<file path="src/rtl/cpu_controller_if.sv">
// rtl/cpu_controller_if.sv - opcode/strobe bundle between the sequencer and the datapath
//   op_code      : IR opcode presented to the sequencer
//   load_ir      : IR captures bus byte
//   inc_pc       : PC increment
//   rd, wr       : memory read / RAM write strobes
//   rom_sel      : ROM chip select
//   ram_sel      : RAM chip select
//   datactl_ena  : accumulator drives the data bus
//   load_acc     : accumulator loads ALU output
//   load_reg     : R register load
interface cpu_controller_if;
    logic [2:0] op_code;
    logic       load_ir;
    logic       inc_pc;
    logic       rd;
    logic       wr;
    logic       rom_sel;
    logic       ram_sel;
    logic       datactl_ena;
    logic       load_acc;
    logic       load_reg;

    modport master (
        input  op_code,
        output load_ir, inc_pc, rd, wr, rom_sel, ram_sel, datactl_ena, load_acc, load_reg
    );

    modport slave (
        output op_code,
        input  load_ir, inc_pc, rd, wr, rom_sel, ram_sel, datactl_ena, load_acc, load_reg
    );
endinterface

</file>
<file path="src/rtl/cpu_controller.sv">
// rtl/cpu_controller.sv - 8-bit CPU instruction sequencer (fetch, decode, 3-cycle execute)
//   i_clk       : system clock
//   i_rst_n     : synchronous active-low reset
//   i_ena       : run enable, sampled only in IDLE and EXEC3
//   bus         : opcode in, memory/bus/register strobes out
//   o_halt      : high while in HALT
//   o_instr_cnt : instructions retired since reset (wraps)
module cpu_controller #(
    parameter int CNT_W = 16
) (
    input  logic                 i_clk,
    input  logic                 i_rst_n,
    input  logic                 i_ena,
    cpu_controller_if.master     bus,
    output logic                 o_halt,
    output logic [CNT_W-1:0]     o_instr_cnt
);
    typedef enum logic [2:0] {
        S_IDLE, S_FETCH1, S_FETCH2, S_DECODE, S_EXEC1, S_EXEC2, S_EXEC3, S_HALT
    } state_t;

    localparam logic [2:0] OP_NOP = 3'b000;
    localparam logic [2:0] OP_LDO = 3'b001;
    localparam logic [2:0] OP_LDA = 3'b010;
    localparam logic [2:0] OP_STO = 3'b011;
    localparam logic [2:0] OP_PRE = 3'b100;
    localparam logic [2:0] OP_ADD = 3'b101;
    localparam logic [2:0] OP_LDM = 3'b110;
    localparam logic [2:0] OP_HLT = 3'b111;

    state_t           r_state;
    state_t           w_next;
    logic [CNT_W-1:0] r_instr_cnt;

    logic w_load_ir, w_inc_pc, w_rd, w_wr, w_rom_sel, w_ram_sel;
    logic w_datactl_ena, w_load_acc, w_load_reg, w_halt;

    always_ff @(posedge i_clk) begin
        if (!i_rst_n) begin
            r_state     <= S_IDLE;
            r_instr_cnt <= '0;
        end else begin
            r_state <= w_next;
            if (r_state == S_EXEC3) begin
                r_instr_cnt <= r_instr_cnt + 1'b1;
            end
        end
    end

    always_comb begin
        w_next = r_state;
        case (r_state)
            S_IDLE:   w_next = i_ena ? S_FETCH1 : S_IDLE;
            S_FETCH1: w_next = S_FETCH2;
            S_FETCH2: w_next = S_DECODE;
            // HLT never enters the execute phase, so it is not counted as retired.
            S_DECODE: w_next = (bus.op_code == OP_HLT) ? S_HALT : S_EXEC1;
            S_EXEC1:  w_next = S_EXEC2;
            S_EXEC2:  w_next = S_EXEC3;
            S_EXEC3:  w_next = i_ena ? S_FETCH1 : S_IDLE;
            S_HALT:   w_next = S_HALT;
            default:  w_next = S_IDLE;
        endcase
    end

    always_comb begin
        w_load_ir     = 1'b0;
        w_inc_pc      = 1'b0;
        w_rd          = 1'b0;
        w_wr          = 1'b0;
        w_rom_sel     = 1'b0;
        w_ram_sel     = 1'b0;
        w_datactl_ena = 1'b0;
        w_load_acc    = 1'b0;
        w_load_reg    = 1'b0;
        w_halt        = 1'b0;
        case (r_state)
            S_FETCH1, S_FETCH2: begin
                w_load_ir = 1'b1;
                w_inc_pc  = 1'b1;
                w_rd      = 1'b1;
                w_rom_sel = 1'b1;
            end
            // EXEC2 keeps the EXEC1 memory access alive so the operand is still
            // on the bus when the destination register loads.
            S_EXEC1, S_EXEC2: begin
                case (bus.op_code)
                    OP_LDO, OP_PRE: begin
                        w_rd      = 1'b1;
                        w_rom_sel = 1'b1;
                    end
                    OP_LDA, OP_ADD: begin
                        w_rd      = 1'b1;
                        w_ram_sel = 1'b1;
                    end
                    OP_STO: begin
                        w_ram_sel     = 1'b1;
                        w_datactl_ena = 1'b1;
                        w_wr          = (r_state == S_EXEC2);
                    end
                    default: ;
                endcase
                if (r_state == S_EXEC2) begin
                    w_load_acc = (bus.op_code == OP_LDO) || (bus.op_code == OP_LDA) ||
                                 (bus.op_code == OP_ADD);
                    w_load_reg = (bus.op_code == OP_PRE) || (bus.op_code == OP_LDM);
                end
            end
            // STO holds the bus one more cycle after wr drops so data outlives the write.
            S_EXEC3: begin
                if (bus.op_code == OP_STO) begin
                    w_ram_sel     = 1'b1;
                    w_datactl_ena = 1'b1;
                end
            end
            S_HALT:  w_halt = 1'b1;
            default: ;
        endcase
    end

    assign bus.load_ir     = w_load_ir;
    assign bus.inc_pc      = w_inc_pc;
    assign bus.rd          = w_rd;
    assign bus.wr          = w_wr;
    assign bus.rom_sel     = w_rom_sel;
    assign bus.ram_sel     = w_ram_sel;
    assign bus.datactl_ena = w_datactl_ena;
    assign bus.load_acc    = w_load_acc;
    assign bus.load_reg    = w_load_reg;
    assign o_halt          = w_halt;
    assign o_instr_cnt     = r_instr_cnt;
endmodule

</file>
<file path="src/flat_wrapper.sv">
// flat-port wrapper written by rule: the top's interface ports become plain ports
module cpu_controller_flat 
#(
    parameter int CNT_W = 16
)
  (i_clk, i_rst_n, i_ena, o_halt, o_instr_cnt, bus_op_code, bus_load_ir, bus_inc_pc, bus_rd, bus_wr, bus_rom_sel, bus_ram_sel, bus_datactl_ena, bus_load_acc, bus_load_reg);
  cpu_controller_if bus_i ();
  input  logic i_clk;
  input  logic i_rst_n;
  input  logic i_ena;
  output logic o_halt;
  output logic [CNT_W-1:0] o_instr_cnt;
  input wire logic [$bits(bus_i.op_code)-1:0] bus_op_code;
  output wire logic [$bits(bus_i.load_ir)-1:0] bus_load_ir;
  output wire logic [$bits(bus_i.inc_pc)-1:0] bus_inc_pc;
  output wire logic [$bits(bus_i.rd)-1:0] bus_rd;
  output wire logic [$bits(bus_i.wr)-1:0] bus_wr;
  output wire logic [$bits(bus_i.rom_sel)-1:0] bus_rom_sel;
  output wire logic [$bits(bus_i.ram_sel)-1:0] bus_ram_sel;
  output wire logic [$bits(bus_i.datactl_ena)-1:0] bus_datactl_ena;
  output wire logic [$bits(bus_i.load_acc)-1:0] bus_load_acc;
  output wire logic [$bits(bus_i.load_reg)-1:0] bus_load_reg;
  assign bus_i.op_code = bus_op_code;
  assign bus_load_ir = bus_i.load_ir;
  assign bus_inc_pc = bus_i.inc_pc;
  assign bus_rd = bus_i.rd;
  assign bus_wr = bus_i.wr;
  assign bus_rom_sel = bus_i.rom_sel;
  assign bus_ram_sel = bus_i.ram_sel;
  assign bus_datactl_ena = bus_i.datactl_ena;
  assign bus_load_acc = bus_i.load_acc;
  assign bus_load_reg = bus_i.load_reg;
  cpu_controller #(.CNT_W(CNT_W)) u_core (.i_clk(i_clk), .i_rst_n(i_rst_n), .i_ena(i_ena), .bus(bus_i), .o_halt(o_halt), .o_instr_cnt(o_instr_cnt));
endmodule
</file>
<file path="config.mk">
export PLATFORM = sky130hd
export DESIGN_NAME = cpu_controller_flat
export DESIGN_NICKNAME = d
export VERILOG_FILES = /design/src/rtl/cpu_controller_if.sv /design/src/rtl/cpu_controller.sv /design/src/flat_wrapper.sv
export SDC_FILE = /design/constraint.sdc
export NUM_CORES = 1
export LEC_CHECK = 0
export CAP_MARGIN = 20
export CORE_ASPECT_RATIO = 0.7
export CORE_MARGIN = 10
export CORE_UTILIZATION = 50
export CTS_BUF_LIST = sky130_fd_sc_hd__clkbuf_16
export DETAILED_ROUTE_END_ITERATION = 12
export MAX_ROUTING_LAYER = met4
export PLACE_DENSITY = 0.86
export REMOVE_ABC_BUFFERS = 1
export SYNTH_ARGS = -nofsm -noshare
export SYNTH_HDL_FRONTEND = slang
export SYNTH_SLANG_ARGS = --single-unit
</file>
<file path="constraint.sdc">
create_clock -name i_clk -period 3.5 [get_ports i_clk]
set_input_delay 0.7 -clock i_clk [delete_from_list [all_inputs] [get_ports i_clk]]
set_output_delay 0.7 -clock i_clk [all_outputs]
set_load 0.02 [all_outputs]
</file>
==> reports/metrics.yaml, run 1 <==
status:
  status: "finished clean"
clocking:
  clk_pin_slew_ps: 50
  postCtsHoldBufs: 0
  post-cts-setup-buffer-count: 0
  insertion_delay_ps: 250
  clkSinkCount: 19
  cts_tree: "done"
  cts_resized: 0
  numCtsBuffers: 3
  cts_root_buffer: "clkbuf_16"
  cts_buffer_depth: 2
  ctsHtreeMaxLevel: 1
drt:
  drtIter0Drc: 73
  wirelength_um: 2570
  route.detailed.drc: 0
  dr_total_vias: 965
  routed_via_density: 5.13
  dr.pass1.iters: 4
  antenna_left: 0
  routedWlPerCell_um: 13.7
sta:
  timing.slew.headroom_pct: 56.1
  period_share_pct: 90.7
  fin_tns_setup_ps: 0
  hold_violations: 0
  worst_slew_pin_slew_ps: 657
  worst_slack_ps: 325
  slew_viol_final: 0
  period_needed_ps: 3180
  rsz0062_at_grt: "false"
  skew_ps: 4.11
  max_freq_ghz: 0.315
  setup_viol: 0
synthesis:
  synth_edf_count: 0
  synthesis.area_mm2: 0.00111
  synth_cell_types: 38
  synthTopCellsByCount: "dfxtp_1 (19), nand3_1 (10), nor2_1 (10)"
  synth_warnings: 0
  async_flop_share_pct: 0
  yosysTopAreaCell: "dfxtp_1"
  synth_seq_cells: 19
  synth_top_area_share_pct: 34.2
  synth.most_common_cell: "dfxtp_1"
  syn_area_per_cell_um2: 8.63
  synthCells: 129
  synthFlopType: "dfxtp_1"
  ys_top_cells_by_area: "dfxtp_1 (34%), mux2i_1 (5.4%), and2_1 (5.1%), xor2_1 (4.7%), nand3_1 (4.5%)"
  synth-seq-area-share_pct: 34.2
setup_path:
  endpoint_kind: "output port"
  crit_required_ps: 2800
  worstSetupStartpointType: "input port"
  worstPathArrival_ps: 2480
  ff2ff_setup_slack_ps: 1850
  crit-reg2reg-launch: "u_core.r_state[1]"
  crit_type: "input port to output port"
  worstPathMaxFanout: 7
  r2r_end: "u_core.o_instr_cnt[8]"
  worstRegToRegCells: 4
die:
  core_mm2: 0.00214
  rows: 14
  dieWidth_um: 76.4
  fp.dieH_um: 59.5
  start_util_pct: 52.1
  die-area_mm2: 0.00454
  io_pins: 32
placed_design:
  portBuffers: 31
  dp_cells: 184
  dp_hpwl_um: 1960
  gp_congestion: 0.865
  pre_cts_slack_ps: 328
min_path:
  hp-start: "u_core.o_instr_cnt[15]"
  holdPathEnd: "u_core.o_instr_cnt[15]"
  hold_depth: 2
  hp-class: "flip-flop to flip-flop"
power_and_ir_drop:
  p_per_area_mw_per_mm2: 359
  power.leakage_uw: 0.000650
  total_power_uw: 537
  irDropWorstVdd_uv: 240
run:
  max_cap_viol_count: 0
grt:
  antenna_found_initial: 0
  gr-total-overflow: 0
  grt_pass1_vias: 907
  track_usage_pct: 11.6
  grt_max_degree: 24
  grt_pass1_wl_um: 4170
finish:
  multi_input_area_um2: 664
  instances_no_fill: 188
  finish.utilization_pct: 69.9
  seq_area_um2: 380
  layout.nets: 164
  drive_gt1_share_pct: 6.41
  fill_cells: 164
  n_antenna_cell: 0
  area_delta_synth_final_pct: 34.2
flip-flops by register name (all words and copies together), names as in the netlist, named ones only:
signal              flops
u_core.r_state          2
u_core.o_instr_cnt     16
per-layer routing:
layer / up-vias / wire length [um] / share of wire (%) / track usage, %
li1: 488 / - / - / -
met1: 457 / 1130 / 44 / 11.6
met2: 18 / 1310 / 51 / 20.7
met3: 2 / 112 / 4.4 / 4.24
met4: 0 / 25 / 0.97 / 4.22
met5: - / 0 / 0 / -
worst max-delay path: stages:
cell and delay (ps):
clkdlybuf4s50_1 600, inv_1 110, nor4b_1 280, a21oi_1 70, nor2b_1 110, clkdlybuf4s50_1 610
area by class of cell:
class                   count  area share [%]
repair buffers             31            20.8
well taps                  32            2.68
clock inverters             1           0.335
multi-input cells          97            44.5
flip-flops and latches     19            25.5
inverters                   5            1.26
clock buffers               3            5.03
kinds of logic (layout without fill, tap and decap cells):
| logic type | count (synthesis) | in the layout | synth area share (%) |
|---|---|---|---|
| compound gates | 12 | 12 | 7.08 |
| xor+xnor | 11 | 11 | 8.65 |
| fa+ha+maj | 1 | 1 | 1.12 |
| buf+inv | 13 | 40 | 6.18 |
| flops | 19 | 19 | 34.2 |
| mux | 6 | 6 | 5.39 |
| simple gates | 67 | 67 | 37.4 |
layout by cell type, fill, tap and decap left out, types with 3 or more instances in the layout:
cell type	count
nand3_1	10
clkdlybuf4s50_1	31
and2_1	9
nand2b_1	7
inv_1	5
xor2_1	6
dfxtp_1	19
nor4_1	3
clkbuf_16	3
nor2_1	10
xnor2_1	5
nor2b_1	5
o21ai_0	3
nand2_1	9
mux2i_1	6
worst max path at each step:
stage | depth (start not counted) | start | end | slack [ps]
after floorplan | 3 | bus_op_code[1] | bus_rd | 1370
after global placement | 6 | bus_op_code[0] | bus_ram_sel | 400
after detailed placement | 6 | bus_op_code[0] | bus_ram_sel | 330
after CTS | 6 | bus_op_code[0] | bus_ram_sel | 320
after global routing | 6 | bus_op_code[0] | bus_ram_sel | 240
final | 6 | bus_op_code[0] | bus_ram_sel | 320
stage by stage:
| stage | area [um^2] | hold WS, ps |
|---|---|---|
| final | 1490 | 476 |
| after global routing | 1490 | 529 |
| after CTS | 1490 | 474 |
| after detailed placement | 1410 | 466 |
| after global placement | 1410 | 456 |
| after floorplan | 1060 | 541 |
power by group:
part	internal [uW]	switching, uW	total (uW)
registers	220	9.29	229
clock network	153	80.8	234
logic	36.9	37.1	74.0
total	410	127	537
Note: power is estimated with default switching activity, not from simulation.
==> run 2, diff against run 1 <==
CORE_UTILIZATION = 30   (was 50)
CTS_CLUSTER_SIZE = 20   (was unset)
PLACE_DENSITY = 0.58   (was 0.86)
==> run 2 against run 1 <==
  * Sequential power is essentially flat
  * First-iteration DRC count shrank 71%
  * Combinational power grew 1%
  * Die area grew 45%
  * Largest power group unchanged
  * Highest routed layer unchanged
==> reports/metrics.yaml, run 2 (same netlist as run 1, synthesis figures left out) <==
clocking:
  cts_root_buffer: "clkbuf_16"  # unchanged
  postCtsHoldBufs: 0  # unchanged
  insertion_delay_ps: 250  # about the same
  ctsHtreeMaxLevel: 1  # unchanged
  clkSinkCount: 19  # unchanged
  cts_tree: "done"  # unchanged
  cts_resized: 0  # unchanged
  cts_buffer_depth: 2  # unchanged
  clk_pin_slew_ps: 50  # about the same
  numCtsBuffers: 3  # unchanged
  post-cts-setup-buffer-count: 0  # unchanged
grt:
  grt_pass1_vias: 950  # was 907
  gr-total-overflow: 0  # unchanged
  antenna_found_initial: 0  # unchanged
  track_usage_pct: 8.06  # was 11.6%
  grt_pass1_wl_um: 4400  # was 4170 um
  grt_max_degree: 24  # unchanged
sta:
  timing.slew.headroom_pct: 54.4  # was 56.1%
  period_needed_ps: 3200  # was 3180 ps
  worst_slew_pin_slew_ps: 683  # was 657 ps
  rsz0062_at_grt: "false"  # unchanged
  slew_viol_final: 0  # unchanged
  skew_ps: 3.09  # was 4.11 ps
  hold_violations: 0  # unchanged
  period_share_pct: 91.4  # was 90.7%
  max_freq_ghz: 0.313  # was 0.315 GHz
  fin_tns_setup_ps: 0  # unchanged
  setup_viol: 0  # unchanged
finish:
  area_delta_synth_final_pct: 36.2  # was 34.2%
  final_cell_mix: "clkdlybuf4s50_1 (31), dfxtp_1 (19), nor2_1 (10), nand3_1 (10)"  # unchanged
  largest_reg_flops: 16  # unchanged
  final_common_cell: "clkdlybuf4s50_1"  # unchanged
  layout.nets: 164  # unchanged
  drive_gt1_share_pct: 6.41  # unchanged
  finish.utilization_pct: 42.6  # was 69.9%
  n_antenna_cell: 0  # unchanged
status:
  status: "finished clean"  # unchanged
setup_path:
  crit_required_ps: 2800  # about the same
  worstPathArrival_ps: 2500  # was 2480 ps
  worstPathCellList: "clkdlybuf4s50_1 -> nor2b_1 -> a21oi_1 -> o21ai_0 -> clkdlybuf4s50_1"  # was clkdlybuf4s50_1 -> inv_1 -> nor4b_1 -> a21oi_1 -> nor2b_1 -> clkdlybuf4s50_1
  critPathTopFamily: "buffers and inverters"  # unchanged
  endpoint_kind: "output port"  # unchanged
  path_common_cell: "clkdlybuf4s50_1"  # unchanged
  worstPathMaxFanout: 6  # was 7
  crit_type: "input port to output port"  # unchanged
  crit_buf_inv: 2  # was 3
  cpPeakStageDelay_ps: 650  # was 610 ps
  worstSetupStartpointType: "input port"  # unchanged
  cp_slowest_cell: "clkdlybuf4s50_1"  # unchanged
die:
  rows: 18  # was 14
  die-area_mm2: 0.00659  # was 0.00454 mm^2
  io_pins: 32  # unchanged
  fp.dieH_um: 71.0  # was 59.5 um
  core_mm2: 0.00356  # was 0.00214 mm^2
  dieWidth_um: 92.8  # was 76.4 um
  start_util_pct: 31.3  # was 52.1%
drt:
  routedWlPerCell_um: 12.5  # was 13.7 um
  drtIter0Drc: 21  # was 73
  wirelength_um: 2590  # was 2570 um
  dr.pass1.iters: 4  # unchanged
  route.detailed.drc: 0  # unchanged
  dr_total_vias: 942  # was 965
  antenna_left: 0  # unchanged
  routed_via_density: 4.57  # was 5.13
power_and_ir_drop:
  p_per_area_mw_per_mm2: 353  # was 359 mW/mm^2
  irDropWorstVdd_uv: 204  # was 240 uV
  power.leakage_uw: 0.000650  # unchanged
placed_design:
  gp_congestion: 0.737  # was 0.865
  dp_hpwl_um: 2040  # was 1960 um
  portBuffers: 31  # unchanged
run:
  max_cap_viol_count: 0  # unchanged
min_path:
  hp-class: "flip-flop to flip-flop"  # unchanged
## run 2: cell counts in the layout (fill, tap and decap cells not counted)
Identical to the previous run, type by type.
## run 2: area by class of cell
class | count | area [um^2]
timing repair buffer | 31 | 310
fill | 379 | 2040
sequential | 19 | 380
tap | 50 | 62.6
clock buffer | 3 | 75.1
clock inverter | 1 | 5.00
inverter | 5 | 18.8
multi-input combinational | 97 | 664
## run 2: path summary, 6_finish.rpt
check	to	from	cells past startpoint	slack, ps
max	bus_rd	bus_op_code[1]	5	300
min	u_core.o_instr_cnt[15]	u_core.o_instr_cnt[15]	2	470
min reg2reg	u_core.o_instr_cnt[15]	u_core.o_instr_cnt[15]	2	470
max reg2reg	u_core.o_instr_cnt[15]	u_core.r_state[1]	4	1840
## run 2: where the power goes
| part | internal (uW) | switching, uW |
|---|---|---|
| clock | 153 | 78.1 |
| sequential | 220 | 9.23 |
| combinational | 36.9 | 38.2 |
| total | 410 | 125 |
## run 2: worst reg2reg max path: cells and delay by family, from the launching register on
kind / cells / cell delay, ps
and+or+nand+nor: 3 / 850
DFF: 1 / 550
muxes: 1 / 140
## run 2: metal layers
layer | vias to the layer above | global-route usage (%) | wire [um]
li1 | 490 | - | -
met1 | 439 | 9.17 | 1210
met2 | 11 | 13.8 | 1260
met3 | 2 | 2.00 | 88
met4 | 0 | 2.05 | 23
met5 | - | - | 0
## run 2: through the flow
step                hold slack (ps)  worst slack [ps]  instance area [um^2]  instances  power [uW]
floorplan                       541              1370                  1060        121         271
global placement                455               401                  1440        202         307
detailed placement              469               317                  1440        202         309
CTS                             479               307                  1520        206         545
global route                    504               150                  1520        206         559
finish                          471               302                  1520        206         535
==> run 3, diff against run 2 <==
MAX_ROUTING_LAYER = unset   (was met4)
==> run 3 against run 2 <==
  * Total power hardly changed
  * Count of clock-buffer cells in the layout stayed put
  * Clock power hardly changed
  * Final cell count stayed put
  * Fmax hardly changed
  * Via count stayed put
  * Design area stayed put
  * Largest power group unchanged
==> reports/metrics.yaml, run 3 (same netlist as run 1, synthesis figures left out) <==
die:
  core_mm2: 0.00356  # unchanged
  die-area_mm2: 0.00659  # unchanged
  rows: 18  # unchanged
  fp.dieH_um: 71.0  # unchanged
  start_util_pct: 31.3  # unchanged
  dieWidth_um: 92.8  # unchanged
  io_pins: 32  # unchanged
clocking:
  cts_root_buffer: "clkbuf_16"  # unchanged
  numCtsBuffers: 3  # unchanged
  cts_resized: 0  # unchanged
  postCtsHoldBufs: 0  # unchanged
  cts_tree: "done"  # unchanged
  clk_pin_slew_ps: 50  # about the same
  post-cts-setup-buffer-count: 0  # unchanged
  ctsHtreeMaxLevel: 1  # unchanged
  insertion_delay_ps: 250  # about the same
  cts_buffer_depth: 2  # unchanged
  clkSinkCount: 19  # unchanged
sta:
  rsz0062_at_grt: "false"  # unchanged
  worst_slack_ps: 302  # about the same
  slew_viol_final: 0  # unchanged
  max_freq_ghz: 0.313  # about the same
  period_needed_ps: 3200  # about the same
  setup_viol: 0  # unchanged
  hold_violations: 0  # unchanged
  period_share_pct: 91.4  # about the same
  worst_slew_pin_slew_ps: 685  # was 683 ps
  skew_ps: 2.94  # was 3.09 ps
  fin_tns_setup_ps: 0  # unchanged
  timing.slew.headroom_pct: 54.2  # was 54.4%
power_and_ir_drop:
  p_switching_uw: 126  # was 125 uW
  seqPwrFrac_pct: 42.8  # about the same
  irDropWorstVdd_uv: 204  # about the same
  netSwitchingFraction_pct: 23.5  # was 23.4%
  pwr-share-clk_pct: 43.2  # about the same
  p_int_uw: 410  # unchanged
  power.leakage_uw: 0.000650  # unchanged
  p_per_area_mw_per_mm2: 353  # about the same
  comb_power_share_pct: 14.0  # about the same
grt:
  grt_pass1_vias: 951  # was 950
  gr-total-overflow: 0  # unchanged
  grt_pass1_wl_um: 4390  # was 4400 um
  grt_max_degree: 24  # unchanged
  antenna_found_initial: 0  # unchanged
  track_usage_pct: 7.83  # was 8.06%
drt:
  route.detailed.drc: 0  # unchanged
  dr.pass1.iters: 4  # unchanged
  wirelength_um: 2590  # unchanged
  antenna_left: 0  # unchanged
  routed_via_density: 4.57  # unchanged
  dr_total_vias: 942  # unchanged
  routedWlPerCell_um: 12.5  # unchanged
  drtIter0Drc: 21  # unchanged
placed_design:
  dp_hpwl_um: 2040  # unchanged
  dp_cells: 202  # unchanged
  gp_congestion: 0.728  # was 0.737
  portBuffers: 31  # unchanged
  pre_cts_slack_ps: 317  # unchanged
setup_path:
  path_common_cell: "clkdlybuf4s50_1"  # unchanged
  cp_slowest_cell: "clkdlybuf4s50_1"  # unchanged
  crit_type: "input port to output port"  # unchanged
  endpoint_kind: "output port"  # unchanged
  worstSetupStartpointType: "input port"  # unchanged
  crit_required_ps: 2800  # about the same
  crit_start: "bus_op_code[1]"  # unchanged
  crit-reg2reg-launch: "u_core.r_state[1]"  # unchanged
  worstPathCellList: "clkdlybuf4s50_1 -> nor2b_1 -> a21oi_1 -> o21ai_0 -> clkdlybuf4s50_1"  # unchanged
  worstPathMaxFanout: 6  # unchanged
  cpPeakStageDelay_ps: 650  # about the same
  worstPathArrival_ps: 2500  # about the same
finish:
  final_cell_mix: "clkdlybuf4s50_1 (31), dfxtp_1 (19), nor2_1 (10), nand3_1 (10)"  # unchanged
  instances_no_fill: 206  # unchanged
  area_delta_synth_final_pct: 36.2  # unchanged
  n_antenna_cell: 0  # unchanged
  layout.nets: 164  # unchanged
  final_common_cell: "clkdlybuf4s50_1"  # unchanged
  drive_gt1_share_pct: 6.41  # unchanged
  largest_reg_flops: 16  # unchanged
min_path:
  hp-class: "flip-flop to flip-flop"  # unchanged
  hp-start: "u_core.o_instr_cnt[15]"  # unchanged
run:
  max_cap_viol_count: 0  # unchanged
status:
  status: "finished clean"  # unchanged
## run 3: cell counts in the layout (fill, tap and decap cells not counted)
Identical to the previous run, type by type.
## run 3: per-layer routing
metal  share of wire, %  vias to the layer above  global-route usage [%]  routed length, um
li1                   -                      490                       -                  -
met1                 45                      437                    8.93               1170
met2                 49                       13                    13.8               1270
met3                4.8                        2                    2.42                124
met4               0.93                        0                    2.05                 24
met5                  0                        -                       0                  0
## run 3: path summary, 6_finish.rpt
| path | slack, ps | depth (start not counted) | to |
|---|---|---|---|
| max | 300 | 5 | bus_rd |
| min | 470 | 2 | u_core.o_instr_cnt[15] |
| max reg2reg | 1840 | 4 | u_core.o_instr_cnt[15] |
| min reg2reg | 470 | 2 | u_core.o_instr_cnt[15] |
## run 3: critical path, delay by kind of cell
| kind | cells | cell delay, ps |
|---|---|---|
| AO/OA/AOI/OAI | 2 | 290 |
| buffers and inverters | 2 | 1240 |
| AND/OR/NAND/NOR | 1 | 270 |
## run 3: cell type report
class | count | area, um^2
fill | 379 | 2040
multi-input combinational | 97 | 664
sequential | 19 | 380
timing repair buffer | 31 | 310
clock buffer | 3 | 75.1
tap | 50 | 62.6
inverter | 5 | 18.8
clock inverter | 1 | 5.00
## run 3: power by group through the flow
stage,combinational (uW),clock (uW),sequential [uW]
2_1_floorplan,39.3,0,231
3_3_place_gp,73.5,0,233
3_5_place_dp,75.7,0,234
4_1_cts,76.0,240,229
5_1_grt,80.7,248,230
6_report,75.1,231,229
## run 3: stage by stage
stage               utilization, %  hold WS (ps)  power (uW)  instance area [um^2]
global placement              40.4           455         307                  1440
CTS                           42.6           479         545                  1520
detailed placement            40.4           469         309                  1440
finish                        42.6           471         535                  1520
global route                  42.6           504         559                  1520
floorplan                        -           541         271                  1060
